`src/rtl/ahb_bus_arbiter.sv`:
```
// Two-master AHB arbiter (M1 fetch, M2 load/store): registered one-hot grants, address/data-phase owner, lock, beat-bounded tenure.
// Optional build macro ARB_ROUND_ROBIN_EN: on hold-limit contention the master not owning the last tenure wins (default: M2 wins).
module ahb_bus_arbiter #(
  parameter int DEFAULT_MASTER = 1,
  parameter int HOLD_LIMIT     = 16,
  parameter int CNT_W          = 5
) (
  input  logic       clk,
  input  logic       rst_n,
  input  logic       HBUSREQ_M1,
  input  logic       HBUSREQ_M2,
  input  logic       HLOCK_M1,
  input  logic       HLOCK_M2,
  input  logic [1:0] HTRANS,
  input  logic       HREADY,
  output logic       HGRANT_M1,
  output logic       HGRANT_M2,
  output logic [1:0] HMASTER,
  output logic [1:0] HMASTER_D,
  output logic       HMASTLOCK
);

  typedef enum logic {GNT_M1 = 1'b0, GNT_M2 = 1'b1} gnt_e;

  localparam gnt_e             RST_GNT = (DEFAULT_MASTER == 2) ? GNT_M2 : GNT_M1;
  localparam logic [1:0]       RST_MST = (DEFAULT_MASTER == 2) ? 2'd2 : 2'd1;
  localparam logic [CNT_W-1:0] CNT_MAX = CNT_W'(HOLD_LIMIT - 1);

  gnt_e             state_q, state_d;
  logic [1:0]       hmaster_q, hmaster_d;
  logic [1:0]       downer_q, downer_d;
  logic             mlock_q, mlock_d;
  logic [CNT_W-1:0] beat_cnt_q, beat_cnt_d;
`ifdef ARB_ROUND_ROBIN_EN
  gnt_e             last_owner_q, last_owner_d;
`endif

  logic owner_req, owner_lock, other_req, beat, rearb;
  gnt_e winner;

  always_comb begin
    owner_req  = (state_q == GNT_M2) ? HBUSREQ_M2 : HBUSREQ_M1;
    owner_lock = (state_q == GNT_M2) ? HLOCK_M2   : HLOCK_M1;
    other_req  = (state_q == GNT_M2) ? HBUSREQ_M1 : HBUSREQ_M2;
    beat       = HREADY && ((HTRANS == 2'b10) || (HTRANS == 2'b11));
    rearb      = HREADY && !owner_lock &&
                 (!owner_req || ((beat_cnt_q == CNT_MAX) && beat && other_req));

    winner = RST_GNT;
    if (HBUSREQ_M1 && HBUSREQ_M2) begin
`ifdef ARB_ROUND_ROBIN_EN
      winner = (last_owner_q == GNT_M1) ? GNT_M2 : GNT_M1;
`else
      winner = GNT_M2;
`endif
    end else if (HBUSREQ_M1) begin
      winner = GNT_M1;
    end else if (HBUSREQ_M2) begin
      winner = GNT_M2;
    end
  end

  always_comb begin
    state_d    = state_q;
    hmaster_d  = hmaster_q;
    downer_d   = downer_q;
    mlock_d    = mlock_q;
    beat_cnt_d = beat_cnt_q;
`ifdef ARB_ROUND_ROBIN_EN
    last_owner_d = last_owner_q;
`endif
    if (rearb) begin
      state_d = winner;
`ifdef ARB_ROUND_ROBIN_EN
      last_owner_d = winner;
`endif
    end
    // Address and data owners advance together so the old owner's data phase finishes under HMASTER_D.
    if (HREADY) begin
      hmaster_d = (state_d == GNT_M2) ? 2'd2 : 2'd1;
      downer_d  = hmaster_q;
      mlock_d   = (state_d == GNT_M2) ? HLOCK_M2 : HLOCK_M1;
      if (state_d != state_q) begin
        beat_cnt_d = '0;
      end else if (beat && (beat_cnt_q != CNT_MAX)) begin
        beat_cnt_d = beat_cnt_q + CNT_W'(1);
      end
    end
  end

  always_ff @(posedge clk or negedge rst_n) begin
    if (!rst_n) begin
      state_q    <= RST_GNT;
      hmaster_q  <= RST_MST;
      downer_q   <= RST_MST;
      mlock_q    <= 1'b0;
      beat_cnt_q <= '0;
`ifdef ARB_ROUND_ROBIN_EN
      last_owner_q <= RST_GNT;
`endif
    end else begin
      state_q    <= state_d;
      hmaster_q  <= hmaster_d;
      downer_q   <= downer_d;
      mlock_q    <= mlock_d;
      beat_cnt_q <= beat_cnt_d;
`ifdef ARB_ROUND_ROBIN_EN
      last_owner_q <= last_owner_d;
`endif
    end
  end

  assign HGRANT_M1 = (state_q == GNT_M1);
  assign HGRANT_M2 = (state_q == GNT_M2);
  assign HMASTER   = hmaster_q;
  assign HMASTER_D = downer_q;
  assign HMASTLOCK = mlock_q;

endmodule

```
`config.mk`:
```
export PLATFORM = sky130hd
export DESIGN_NAME = ahb_bus_arbiter
export DESIGN_NICKNAME = d
export VERILOG_FILES = /design/src/rtl/ahb_bus_arbiter.sv
export SDC_FILE = /design/constraint.sdc
export NUM_CORES = 1
export LEC_CHECK = 0
export CORE_MARGIN = 1.5
export CORE_UTILIZATION = 29
export CTS_CLUSTER_SIZE = 14
export DETAILED_ROUTE_END_ITERATION = 8
export MAX_ROUTING_LAYER = met4
export SLEW_MARGIN = 5
export SYNTH_ARGS = -nofsm -noshare
export SYNTH_HDL_FRONTEND = slang
export SYNTH_SLANG_ARGS = --single-unit
export TNS_END_PERCENT = 1
```
`constraint.sdc`:
```
create_clock -name clk -period 1.99 [get_ports clk]
set_input_delay 0.398 -clock clk [delete_from_list [all_inputs] [get_ports clk]]
set_output_delay 0.398 -clock clk [all_outputs]
set_load 0.1 [all_outputs]
```
==> metrics <==
filler instances 208; commonest non-fill, non-tap cell in the layout dfrtp_1; total track usage 12.4%; final cell count without fillers between 90 and 100; Clk pwr share between 10% and 20%; share of cells above drive strength 1 26.5%; antenna-violating nets left 0; RSZ-0062 raised after global routing false; critical-path maximum fanout 4; P&R area growth vs syn 42.7%; most frequent CP cell ha_1; most frequent cells in the layout dfrtp_1 (8), clkdlybuf4s50_1 (7), buf_12 (4), buf_4 (4); syn_nets just over 60; Setup Buffers After CTS 0; Fin Setup TNS 0 ps; run status complete, no violations; Worst Clk Skew 1.14 ps; Final Hold Fails 0; largest net degree at the start of global routing 12; Int Power 0.000490 W; IO Port Bufs 14; clk sinks 11; Mapped Cells 50; Leak approximately 0.36 nW; final core occ between 40% and 50%; vias in the first global route between 400 and 500; diode count 0; HP Class input port to async pin; Worst-path clk slew 70 ps; Max Slew Vio Count 0; WP data required about 2100 ps; IO Count 16; Net Sw Frac 43.3%; Max VDD drop 0.000515 V; Cells after DPL 91; die height 47.7 µm; met1 usage 14.5%; Root Driver clkbuf_4; Top delay family on crit path compound AO/OA/AOI/OAI gates; crit-path cells ha_1 -> and3_1 -> ha_1 -> a21boi_4 -> o31ai_1 -> a311o_1; DR iter-0 viols 1; Pre-antenna DRT Iters 4; Crit path depth 6; DPL Wire Length 857 µm; GRT busiest layer met2; Max transition margin 67.2%; Die Footprint 2280 µm²; Setup crit start beat_cnt_q[0]; total CTS buffers 3; Achievable Freq 0.539 GHz; Skew-Pair Late Insertion Delay roughly 260 ps; post-synth top area cell dfrtp_1; slowest stage delay, CP 410 ps; CTS tree built; initial antenna violation count 0; Mapped Avg Cell Area ~12 µm²; Crit Path Category flop to flop; final setup fails 0; first-pass GRT wire length 1860 µm; Post-Route WL 1120 µm; H-tree depth 1; grt met2 use between 10% and 20%; Tot Pwr 0.000863 W; met3 Use GR 6.04%; WP data arrival 2000 ps; Vias between 400 and 500; Die Span X between 40 and 50 µm; num rows 16; post-layout minimum cycle time 1860 ps; layout net count 80; via-per-instance ratio around 4.7; top post-synthesis cells by area dfrtp_1 (39%), dfstp_2 (9.1%), o41ai_4 (4.7%); Tightest Pin Transition 490 ps; worst r2r path cells 6; FF-to-FF setup slack roughly 130 ps; Initial Utilization between 30% and 40%; slowest stage cell, crit path dfrtp_1; gpl congestion around 0.74; Seq/Total Area, Yosys 47.8%; FF-to-FF Start beat_cnt_q[0]; maximum clock path buffer count 2; drt wl/cell between 10 and 15 µm; Net Switching between 0.0003 and 0.0004 W; mapped cell area about 580 µm²; Max-Cap Viols 0; DRC 0; PD cells 1040 nW/µm²; CP Capture Type flop; CP bufs+invs 0; Flop pwr share a little under two fifths; Yosys Warn Count 0; Placeable Area about 1900 µm²; Final period util 93.3%; distinct cell type count after synthesis 29; combinational power share 44.8%; crit start category flop; Synth top area share 38.8%; number of synthesized register bits 11; Congestion Overflow GR 0
-- cells in the mapped netlist --
library cell and n:
or2_0 1, nor3b_1 1, nor2_1 3, a311o_1 1, nand3_1 1, dfrtp_1 9
mux2i_1 1, o31ai_1 1, o21ai_1 1, xor2_1 2, nor2b_1 1, nand2_1 3
mux2_1 2, buf_2 1, o41ai_4 1, dfstp_2 2, o32ai_1 1, o21a_1 1
a21oi_1 3, nand4bb_1 1, o311ai_1 1, inv_1 3, or3_1 1, nand3b_4 1
o21ai_0 2, nand4b_1 1, ha_1 2, and3_1 1, a21boi_2 1
-- cell families (layout without fill, tap and decap cells) --
kind of cell	Yosys count	in the layout	share of synthesized area, %
xor+xnor	2	2	3.02
simple gates	15	15	17.2
fa+ha+maj	2	2	4.31
buf+inv	4	22	2.80
flops	11	11	47.8
mux	3	3	5.60
compound gates	13	13	19.2
-- path summary, 6_finish.rpt --
path / end
worst max-delay path: HMASTLOCK
worst min-delay path: beat_cnt_q[4]
worst max register to register: HMASTLOCK
worst min register to register: HMASTER[0]
max in group asynchronous: HGRANT_M2
min in group clk: HMASTER[0]
-- flip-flops by register name, summed over array words and instances, names as in the netlist --
register	count
HMASTER	2
HMASTLOCK	1
HGRANT_M2	1
beat_cnt_q	5
HMASTER_D	2
-- per-stage QoR --
step                      setup slack (ps)  hold WS, ps  cell area, µm²
after floorplan                        184          102             586
after global placement                 126          472             795
after detailed placement              99.3          479             795
after CTS                             76.0          474             821
after global routing                  47.0          501             828
final                                  133          466             828
-- layout make-up --
| type | instances | area (µm²) | share of cell area (%) |
|---|---|---|---|
| well taps | 27 | 33.8 | 4.08 |
| multi-input cells | 35 | 294 | 35.5 |
| inverters | 3 | 15.0 | 1.81 |
| repair buffers | 15 | 180 | 21.8 |
| flip-flops and latches | 11 | 279 | 33.7 |
| clock buffers | 4 | 26.3 | 3.17 |
-- metal layers --
metal  share of wire (%)  vias to the layer above  wire, µm
li1                    -                      220         -
met1                  46                      214       511
met2                  45                       17       501
met3                 9.1                        0       102
met4                   0                        0         0
met5                   0                        -         0
-- power groups by stage --
stage | logic, W | clock network, W | registers, W
finish | 0.000387 | 0.000147 | 0.000330
CTS | 0.000390 | 0.000155 | 0.000330
global route | 0.000413 | 0.000165 | 0.000338
detailed placement | 0.000389 | 0 | 0.000333
global placement | 0.000384 | 0 | 0.000331
floorplan | 0.000113 | 0 | 0.000476
-- repair_timing --
item                       in CTS  in global routing
setup endpoints to repair       0                  1
hold buffers                    0                  0
resized for setup               0                  1
Power figures use the tool's default switching activity.
